File: config.mk
export PLATFORM = sky130hd
export DESIGN_NAME = fetch_queue
export DESIGN_NICKNAME = d
export VERILOG_FILES = /design/src/rtl/fetch_queue.sv
export SDC_FILE = /design/constraint.sdc
export NUM_CORES = 1
export LEC_CHECK = 0
export ABC_AREA = 1
export CAP_MARGIN = 20
export CORE_AREA = 2 2 155 157
export DETAILED_ROUTE_END_ITERATION = 8
export DIE_AREA = 0 0 157 159
export PLACE_DENSITY = 0.85
export SKIP_CTS_REPAIR_TIMING = 1
export SLEW_MARGIN = 20
export SYNTH_ARGS = -nofsm -noshare
export SYNTH_HDL_FRONTEND = slang
export SYNTH_SLANG_ARGS = --single-unit
File: constraint.sdc
create_clock -name clk_i -period 11.2 [get_ports clk_i]
set_clock_uncertainty 0.1 [all_clocks]
set_input_delay 2.24 -clock clk_i [delete_from_list [all_inputs] [get_ports clk_i]]
set_output_delay 2.24 -clock clk_i [all_outputs]
set_load 0.03 [all_outputs]
File: src/rtl/fetch_queue.sv
// Decoupled fetch stage: owns the fetch PC, buffers {pc, instr} pairs in a FIFO toward decode.
// Optional macro FETCH_QUEUE_BYPASS_EN adds a zero-latency path from imem to decode on an empty queue.
module fetch_queue #(
    parameter int unsigned    DW       = 32,
    parameter int unsigned    DEPTH    = 4,
    parameter int unsigned    CNTW     = $clog2(DEPTH) + 1,
    parameter logic [DW-1:0]  RESET_PC = '0,
    parameter int unsigned    ADDENT   = 4
) (
    input  logic            clk_i,
    input  logic            rst_i,
    output logic [DW-1:0]   imem_addr_o,
    input  logic [DW-1:0]   imem_data_i,
    output logic            instr_valid_o,
    input  logic            instr_ready_i,
    output logic [DW-1:0]   instr_o,
    output logic [DW-1:0]   pc_o,
    output logic [DW-1:0]   pc_plus_4_o,
    input  logic            redirect_i,
    input  logic [DW-1:0]   redirect_pc_i,
    output logic [CNTW-1:0] count_o
);

    localparam int unsigned PW = $clog2(DEPTH);

    logic [DW-1:0]   fetch_pc;
    logic [PW-1:0]   rd_ptr;
    logic [PW-1:0]   wr_ptr;
    logic [CNTW-1:0] count;
    logic [DW-1:0]   mem_instr [DEPTH];
    logic [DW-1:0]   mem_pc    [DEPTH];

    logic empty;
    logic bypass;
    logic bypass_take;
    logic pop;
    logic push;
    logic wr_en;
    logic rd_en;

    assign empty = (count == '0);

`ifdef FETCH_QUEUE_BYPASS_EN
    assign bypass = empty & ~redirect_i & ~rst_i;
`else
    assign bypass = 1'b0;
`endif

    // Head selection: FIFO entry, zeros when empty, or the live imem word when bypassing
    always_comb begin
        instr_valid_o = ~empty;
        instr_o       = empty ? '0 : mem_instr[rd_ptr];
        pc_o          = empty ? '0 : mem_pc[rd_ptr];
        if (bypass) begin
            instr_valid_o = 1'b1;
            instr_o       = imem_data_i;
            pc_o          = fetch_pc;
        end
    end

    assign pc_plus_4_o = pc_o + DW'(ADDENT);
    assign imem_addr_o = fetch_pc;
    assign count_o     = count;

    assign pop         = instr_valid_o & instr_ready_i;
    assign push        = ~redirect_i & ((count < CNTW'(DEPTH)) | pop);
    // A bypassed word consumed directly by decode never touches the FIFO
    assign bypass_take = bypass & instr_ready_i;
    assign wr_en       = push & ~bypass_take;
    assign rd_en       = pop & ~bypass_take & ~redirect_i;

    always_ff @(posedge clk_i) begin
        if (rst_i) begin
            fetch_pc <= RESET_PC;
            rd_ptr   <= '0;
            wr_ptr   <= '0;
            count    <= '0;
        end else if (redirect_i) begin
            fetch_pc <= {redirect_pc_i[DW-1:2], 2'b00};
            rd_ptr   <= '0;
            wr_ptr   <= '0;
            count    <= '0;
        end else begin
            if (push) fetch_pc <= fetch_pc + DW'(ADDENT);
            if (wr_en) wr_ptr <= wr_ptr + PW'(1);
            if (rd_en) rd_ptr <= rd_ptr + PW'(1);
            case ({wr_en, rd_en})
                2'b10:   count <= count + CNTW'(1);
                2'b01:   count <= count - CNTW'(1);
                default: count <= count;
            endcase
        end
    end

    // Storage carries no reset; validity is tracked by count
    always_ff @(posedge clk_i) begin
        if (!rst_i && wr_en) begin
            mem_instr[wr_ptr] <= imem_data_i;
            mem_pc[wr_ptr]    <= fetch_pc;
        end
    end

endmodule

* After elaboration in Yosys (flattened, before gate mapping)
Memories as Yosys holds them, arrays and structs flattened. A register that Yosys moved wholly into a read port is not among the register bits. Cells that the tools add are included.
Cells by class: add/sub/neg operators 6, magnitude comparators 1, equal/unequal tests 2, mux-type cells 11, bitwise logic cells 6, reductions and logical operators 6
Operators by type and width (count):
- $mux 32 | 4
- $add 32x3->32 const B | 2
- $mux 2 | 4
- $pmux 3 s2 | 1
- $add 2x1->2 const B | 2
- $reduce_bool 2->1 | 2
- $add 3x1->3 const B | 1
- $and 1x1->1 | 3
- $logic_not 3->1 | 1
- $lt 3x3->1 const B | 1
- $sub 3x1->3 const B | 1
- $eq 2x1->1 const B | 1
- $eq 2x2->1 const B | 1
- $mux 1 | 2
- $not 1->1 | 2
- $reduce_or 2->1 | 1
- $logic_and 1x1->1 | 1
- $logic_not 1->1 | 1
- $or 1x1->1 | 1
Storage, ports and cells: register bits after elaboration 39, memory bits (writable) 256, input bits 68, output and inout port bits 132, logic and storage cells 39, memories kept 2
Memory list:
- mem_instr | depth 4, width 32, rd ports 1, clocked after memory_dff 1, wr ports 1, line 30 | logic [DW-1:0] mem_instr [DEPTH];
- mem_pc | depth 4, width 32, rd ports 1, clocked after memory_dff 1, wr ports 1, line 31 | logic [DW-1:0] mem_pc [DEPTH];

* Depth between registers and ports, before layout
Gate-level depths: netlist of run 1.
depth in word-level cells 8, depth in mapped cells 14, depth with buffers taken out 12

* Worst setup path after synthesis of run 1
Ideal clock, no wire load.
kind input-to-reg, start input redirect_i, end memory mem_instr[0][0], enable pin, setup time 0.482 ns, arrival 5.628 ns, required time 10.618 ns, slack 4.990 ns, stages 6, path buffers 1, path through clkbuf_1 -> nor2_1 -> inv_1 -> nor2_1 -> inv_1 -> nor2_1
On the way: cells in the longest elaborated chain, start to end 5
Ends and longest elaborated chain:
- start: declaration | line 19 | input logic redirect_i,
- $not 1->1 | line 66 | assign push = ~redirect_i & ((count < CNTW'(DEPTH)) | pop);
- $and 1x1->1 | line 66
- $logic_and 1x1->1 | line 97 | if (!rst_i && wr_en) begin
- $mux 1 | line 97
- $mux 1 (not written as such) | line 98 | mem_instr[wr_ptr] <= imem_data_i;
- end: declaration | line 30
No other way between the ends.

==> reports/qor.csv, run 1 <==
metric;value;unit
Flop pwr share;50.1;%
TritonCTS Buffers;28;
Die ar.;24960;µm²
Critical Path RT;8.86;ns
Clock power frac;39.4;%
fin crit share;62.31;%
crit-path most repeated cell;nand3_1;
EDFF count, synth;248;
Largest delay share family, worst path;buffers and inverters;
Hold Vio Cnt, Final;0;
Initial Utilization;58.35;%
setup slack, reg-to-reg;8.14;ns
largest cells by area after synthesis;edfxtp_1 55%, nand2_1 9.9%, nor2_1 6.0%, dfxtp_1 5.8%, nand3_1 3.7%;
WL per Instance;18.07;µm
fmax;143.3;MHz
Leak Pwr;0.006073;µW
clock tree buffer depth;3;
DRC violations left;0;
DR vias;10850;
top-count cell post-synth;nand2_1;
Total GRT Usage;27.52;%
post-DR vias/cell;5.598;
first-pass GRT wire length;53760;µm
Synth area leader;edfxtp_1;
Synth top cells by count;356 x nand2_1, 248 x edfxtp_1, 218 x nor2_1, 102 x inv_1, 101 x nand3_1;
final setup violation count;0;
syn avg cell area;9.476;µm²
Reg2Reg Depth;12;
Syn Inst Count;1428;
Hold Path Origin;count_o[2]$_SDFFE_PP0P_;
slowest cell on the critical path;buf_4;
Worst-Margin Slew;1.092;ns
Post-DP HPWL;21520;µm
VDD IR max;112.3;µV
DR pass1 iterations;5;
CP max FO;90;
CTS tree;built;
WP buf/inv;3;
DP Area;15570;µm²
CP Capture Type;output pin;
share of the synthesized area in the top cell type;55.03;%
cell internal pwr;1840;µW
largest net degree at the start of global routing;125;
status;completed;
total power;2424;µW
Clock Tree Root;clkbuf_16;
latest clock arrival within the worst-skew pair;0.54;ns
PortBufs;191;
CP max stage delay;0.85;ns
Layout area overhead;22.16;%
ys flop type;edfxtp_1;
GP Congestion;0.9304;
NetSw;584.6;µW
#FFs+latches synth;287;
RSZ-0062 raised after global routing;no;
layout cell share with drive strength beyond 1;7.659;%
initial antenna violation count;0;
Ys Warns;0;
clk slew on worst S/H paths;0.06;ns
# fillers;1616;
TNS Setup;0;ns
worst-path cell chain;buf_4 > nand2_1 > nand3_1 > nand3_1 > inv_1 > ha_1 > nand3_4 > nor2_2 > xor2_1 > clkdlybuf4s50_1;
row cnt;56;
critical path depth in cells;10;
# IOs;200;
hold depth;1;
Design Area, Final;16530;µm²
worst hold path class;register to register;
Cell Area, Synth;13530;µm²
Num Clock Sinks;287;
FFs w/ async S/R, synth;0;%
DR iter-0 viols;1393;
Core Box Area;23190;µm²
die height;159;µm
ant diodes;0;
Util after Layout;71.28;%
fin. max-slew vios;0;
Tmin final;6.978;ns
CP Launch Type;register;
critical path class;register to output pin;
final net count;1673;
DIE WIDTH;157;µm
Critical R2R Capture;count_o[2]$_SDFFE_PP0P_;
GRT Residual Overflow;0;
Min Hold Slack;0.3748;ns
MaxCap Viol Count;0;
Cell Pwr Density;146.6;nW/µm²
vias in the first global route;10180;
R2R Path Start;count_o[1]$_SDFFE_PP0P_;
H-tree levels;1;
count of cell types in the netlist;38;
slew margin rel.;26.95;%
combinational power share;10.5;%
final WL;35030;µm
sw frac;24.11;%
hold path endpoint;count_o[2]$_SDFFE_PP0P_;
Seq/Total Area, Yosys;60.80;%
DRT antenna net count;0;
Worst Path Arrival;4.64;ns
-- registers in the layout (all words and copies together), names as in the netlist, named ones only --
name         flops
mem_instr      128
count_o          3
mem_pc         120
imem_addr_o     30
wr_ptr           2
rd_ptr           2
-- cells by family after synthesis --
family | share of synthesized area, %
adders and majority gates | 0.7952
DFF | 60.80
AOI/OAI and AO/OA | 6.870
xor gates and xnor gates | 1.553
buffers and inverters | 6.121
other | 0.02771
and+or+nand+nor | 23.83
-- power groups by stage --
stage	registers, µW	clock network [µW]	logic (µW)
after global routing	1220	1000	271
after CTS	1210	962	253
after detailed placement	1240	0	251
final	1220	955	254
after global placement	1240	0	247
after floorplan	1240	0	133
-- per-stage QoR --
stage,setup WS (ns),instances
floorplan,4.990,1433
global placement,4.889,1886
detailed placement,4.885,1886
CTS,4.293,1938
global route,4.043,1938
finish,4.222,1938
-- worst max path at each step --
stage | start | endpoint | slack (ns)
floorplan | redirect_i | mem_instr[0][0]$_DFFE_PP_ | 4.99
global placement | register | pc_plus_4_o[10] | 4.89
detailed placement | register | pc_plus_4_o[10] | 4.89
CTS | register | pc_plus_4_o[10] | 4.29
global route | register | pc_plus_4_o[10] | 4.04
finish | register | pc_plus_4_o[10] | 4.22
-- cells in the final DEF (no fill, tap or decap), types with 2 or more instances in the layout --
master	synthesis	layout
a21oi_1	58	58
a22oi_1	12	12
a31oi_1	13	13
buf_4	19	9
clkbuf_1	16	3
clkbuf_16	0	31
clkbuf_8	0	5
clkdlybuf4s50_1	0	191
clkinv_1	1	2
clkinv_2	0	8
conb_1	1	6
dfxtp_1	39	37
edfxtp_1	248	248
ha_1	7	7
inv_1	102	102
inv_2	10	10
inv_6	1	2
nand2_1	356	356
nand2_2	8	8
nand3_1	101	101
nand3_2	2	2
nand3b_1	3	3
nand4_1	19	19
nor2_1	218	214
nor2_2	21	21
nor2_4	10	14
nor3_1	4	4
o21ai_0	88	88
o21bai_1	2	2
o22ai_1	2	2
or2_2	6	6
xnor2_1	2	2
xor2_1	22	22
-- metal layers --
layer / GRT usage (%) / vias up / share of wire [%]
met5: 0 / - / 0
met4: 9.800 / 0 / 3.5
li1: - / 5112 / -
met1: 37.87 / 5038 / 39
met3: 3.620 / 95 / 10
met2: 45.20 / 604 / 48
-- layout make-up --
| type | count | area, µm² | area share (%) |
|---|---|---|---|
| inverters | 114 | 432.9 | 2.619 |
| well taps | 319 | 399.1 | 2.414 |
| multi-input cells | 966 | 4524 | 27.37 |
| clock buffers | 39 | 855.8 | 5.177 |
| clock inverters | 13 | 106.4 | 0.6434 |
| flip-flops and latches | 287 | 8233 | 49.80 |
| repair buffers | 200 | 1979 | 11.97 |
Power figures use the tool's default switching activity.
==> inputs of run 2 (changes only) <==
- CORE_AREA: 2 2 155 157 -> 2 2 160 162
- DIE_AREA: 0 0 157 159 -> 0 0 162 164
- PLACE_DENSITY: 0.85 -> 0.8
- clock period: 11.2 -> 7.2 ns (I/O delays scaled with it)
==> run 2 against run 1 <==
Clock power increased by 42%. Final cell count grew 0.62%. Non-clock buffer count is 3 higher. Via count is 2.6% lower. Design area shrank 0.30%. Worst hold slack got worse by 0.0045 ns.
==> reports/qor.csv, run 2 (same netlist as run 1, synthesis figures left out) <==
metric;value;unit
DR vias;10560;
MaxCap Viol Count;0;
final setup violation count;0;
Clock Tree Root;clkbuf_16;
post-DR vias/cell;5.416;
combinational power share;10.9;%
Clock power frac;37.2;%
fin. max-slew vios;0;
Initial Utilization;54.52;%
DRT antenna net count;0;
vias in the first global route;9937;
final net count;1675;
row cnt;58;
cell internal pwr;2757;µW
Most flops, register;mem_instr;
Design Area, Final;16480;µm²
slew margin rel.;29.40;%
clock tree buffer depth;3;
VDD IR max;169.3;µV
met2 GRT Util;42.86;%
Leak Pwr;0.006019;µW
NetSw;884.0;µW
clk slew on worst S/H paths;0.06;ns
DR pass1 iterations;6;
GRT Residual Overflow;0;
Critical Path RT;5.66;ns
# IOs;200;
DRC violations left;0;
status;completed;
met1 Track Usage GR;34.38;%
critical path class;register to output pin;
Num Clock Sinks;287;
total power;3641;µW
fin crit share;85.92;%
Worst-Margin Slew;1.057;ns
Flop pwr share;51.9;%
PortBufs;191;
CP Capture Type;output pin;
CP Launch Type;register;
GR peak layer;met2;
most frequent cells in the layout;356 x nand2_1, 248 x edfxtp_1, 214 x nor2_1;
CTS tree;built;
worst hold path class;register to register;
DR iter-0 viols;1027;
DP Area;15630;µm²
TNS Setup;0;ns
first-pass GRT wire length;52830;µm
Die ar.;26570;µm²
fmax;161.6;MHz
Layout area overhead;21.79;%
RSZ-0062 raised after global routing;no;
Cell Pwr Density;220.9;nW/µm²
Core Box Area;24820;µm²
die height;164;µm
Total GRT Usage;25.59;%
Post-DP HPWL;22450;µm
H-tree levels;1;
latest clock arrival within the worst-skew pair;0.55;ns
M3 GR Usage;3.636;%
GP Congestion;0.9103;
sw frac;24.28;%
initial antenna violation count;0;
WL per Instance;17.64;µm
Hold Vio Cnt, Final;0;
final WL;34410;µm
Worst Path Arrival;4.65;ns
most common cell after layout, fill and taps aside;nand2_1;
Tmin final;6.187;ns
largest net degree at the start of global routing;125;
TritonCTS Buffers;27;
DIE WIDTH;162;µm
Largest register FFs;128;
layout cell share with drive strength beyond 1;7.165;%
CP max FO;85;
==> run 2: cell count changes in the layout (fill, tap and decap cells not counted), moves of 2 or more <==
cell,previous run,this run
clkinv_1,2,9
clkinv_2,8,2
clkbuf_8,5,0
clkbuf_16,31,27
buf_12,0,2
clkinv_4,0,2
==> run 2: per-layer routing <==
layer | part of all wire (%) | vias up | wire (µm)
li1 | - | 5107 | -
met5 | 0 | - | 0
met2 | 48 | 494 | 16530
met4 | 3.1 | 0 | 1066
met1 | 40 | 4897 | 13650
met3 | 9.2 | 64 | 3162
==> run 2: worst paths after layout <==
check / endpoint / start / slack [ns] / cells past startpoint
setup reg to reg: count_o[2]$_SDFFE_PP0P_ / count_o[1]$_SDFFE_PP0P_ / 4.03 / 12
hold reg to reg: register / rd_ptr[1]$_SDFFE_PP0P_ / 0.37 / 2
hold / removal: register / rd_ptr[1]$_SDFFE_PP0P_ / 0.37 / 2
setup / recovery: pc_plus_4_o[18] / register / 1.01 / 11
==> run 2: area by class of cell <==
cell class                      count  area, µm²
Inverter                          114      432.9
Clock buffer                       31      690.7
Clock inverter                     18      157.7
Fill cell                        1919       8338
Multi-Input combinational cell    966       4524
Sequential cell                   287       8233
Antenna cell                        1      2.502
Tap cell                          330      412.9
Timing Repair Buffer              203       2027
==> run 2: critical path, cell delays in order, from the launching register on <==
cell and delay, ns:
dfxtp_4 0.65, buf_4 0.81, nand2_1 0.13, nand3_1 0.13
nand3_1 0.21, inv_1 0.16, ha_1 0.44, nand3_4 0.19
nor2_2 0.38, nand2_1 0.13, xor2_1 0.14, clkdlybuf4s50_1 0.68
==> run 2: stage by stage <==
step | hold WS [ns] | setup slack (ns) | instances | util, %
after detailed placement | 0.3556 | 1.623 | 1900 | 62.98
after global routing | 0.4140 | 0.7436 | 1949 | 66.39
after CTS | 0.3710 | 1.028 | 1949 | 66.39
final | 0.3703 | 1.013 | 1950 | 66.40
after floorplan | 0.3357 | 1.790 | 1433 | -
after global placement | 0.3500 | 1.721 | 1900 | 62.98
==> run 2: power by group through the flow <==
stage	clock [µW]	combinational [µW]	sequential [µW]
after floorplan	0	207	1930
after global placement	0	388	1920
after detailed placement	0	393	1920
after CTS	1370	395	1890
after global routing	1430	422	1890
final	1360	396	1890
==> variant, RTL diff (config.mk and constraints of run 2) <==
`DW`: 32 -> 40.
--- a/src/rtl/fetch_queue.sv
+++ b/src/rtl/fetch_queue.sv
@@ -1,7 +1,7 @@
 // Decoupled fetch stage: owns the fetch PC, buffers {pc, instr} pairs in a FIFO toward decode.
 // Optional macro FETCH_QUEUE_BYPASS_EN adds a zero-latency path from imem to decode on an empty queue.
 module fetch_queue #(
-    parameter int unsigned    DW       = 32,
+    parameter int unsigned    DW       = 40,
     parameter int unsigned    DEPTH    = 4,
     parameter int unsigned    CNTW     = $clog2(DEPTH) + 1,
     parameter logic [DW-1:0]  RESET_PC = '0,
Interface: changed (6 resized); port bits go from 200 to 248. The function was not compared with the original's and may differ.
==> variant against run 2 <==
Sequential share of layout area is 0.22 points higher. Area after synthesis is 24% higher. Via count is 32% higher. Final area is 25% higher. Power is 26% higher. Die area stayed put. Sequential cell count is 72 higher. Setup slack worse by 0.019 ns. Wire length is 35% higher. Combinational power is 14% higher. Synthesized cell count is 25% higher. Critical path depth is 5 higher. Hold slack better by 0.024 ns. Largest cell class unchanged.
==> variant: results <==
[timing]
fmax_mhz = 161
holdWs_ns = 0.394
worst_slew_pin_slew_ns = 1.04

[power_and_ir_drop]
vdd_drop_max_mv = 0.248
power_leakage_nw = 7.39

[layout]
drive_above_1_share_pct = 7.11
finalNetCount = 2091
largest_reg_flops = 160

[placement]
placedCellCount = 2291
dp_slack_ns = 1.65
gp_congestion = 0.968
dp_hpwl_mm = 29.7
io_buffer_count = 239

[detailed_routing]
drt-vias-per-instance = 5.90
routed_wl_mm = 46.4
drt_iter0_drc = 1574

[setup_path]
cp_max_fo = 63
crit_arrival_ns = 4.67
rrSetupSlack_ns = 3.83

[global_routing]
grt_usage_pct = 34.5
grt_first_pass_wirelength_mm = 70.2
grt_pass1_vias = 13200
grt_max_degree = 117

[status]
status = completed

[logic_synthesis]
synth.distinct_cells = 43
syn_inst = 1779
synth-edff-count = 312
synth_area_leaders = edfxtp_1, nand2_1, nor2_1
ys_seq_area_share_pct = 61.2

[cts]
htree_levels = 2
cts_buffers = 36
-- variant: area by class of cell --
cell class | instances | area [um2]
Inverter | 141 | 532
Fill cell | 1396 | 4260
Sequential cell | 359 | 10300
Tap cell | 330 | 413
Multi-Input combinational cell | 1205 | 5610
Timing Repair Buffer | 256 | 2570
Clock inverter | 23 | 150
Clock buffer | 42 | 965
-- variant: worst paths after layout --
check | from | end | depth (start not counted)
hold reg to reg | rd_ptr[1] | flop | 1
setup / recovery | flop | pc_plus_4_o[36] | 16
setup reg to reg | count_o[2] | count_o[2] | 12
hold / removal | rd_ptr[1] | flop | 1
-- variant: kinds of logic (layout without fill, tap and decap cells) --
logic type	after synthesis	after routing	synth area share (%)
compound gates	229	229	7.42
flops	359	359	61.2
xor+xnor	23	23	1.20
other cells	1	6	0.0223
fa+ha+maj	8	8	0.639
simple gates	939	939	23.7
buf+inv	220	462	5.77
-- variant: per-layer routing --
| layer | vias to the layer above | GRT usage, % | part of all wire [%] |
|---|---|---|---|
| li1 | 6450 | - | - |
| met3 | 123 | 5.78 | 10 |
| met4 | 0 | 13.3 | 3.5 |
| met5 | - | 0 | 0 |
| met2 | 834 | 57.4 | 48 |
| met1 | 6503 | 45.9 | 38 |
-- variant: power by group through the flow --
stage                     clock, W  combinational, W  sequential (W)
after CTS                  0.00177          0.000448         0.00237
after floorplan                  0          0.000219         0.00242
after detailed placement         0          0.000443         0.00241
after global routing       0.00185          0.000479         0.00237
after global placement           0          0.000433         0.00241
final                      0.00176          0.000451         0.00237
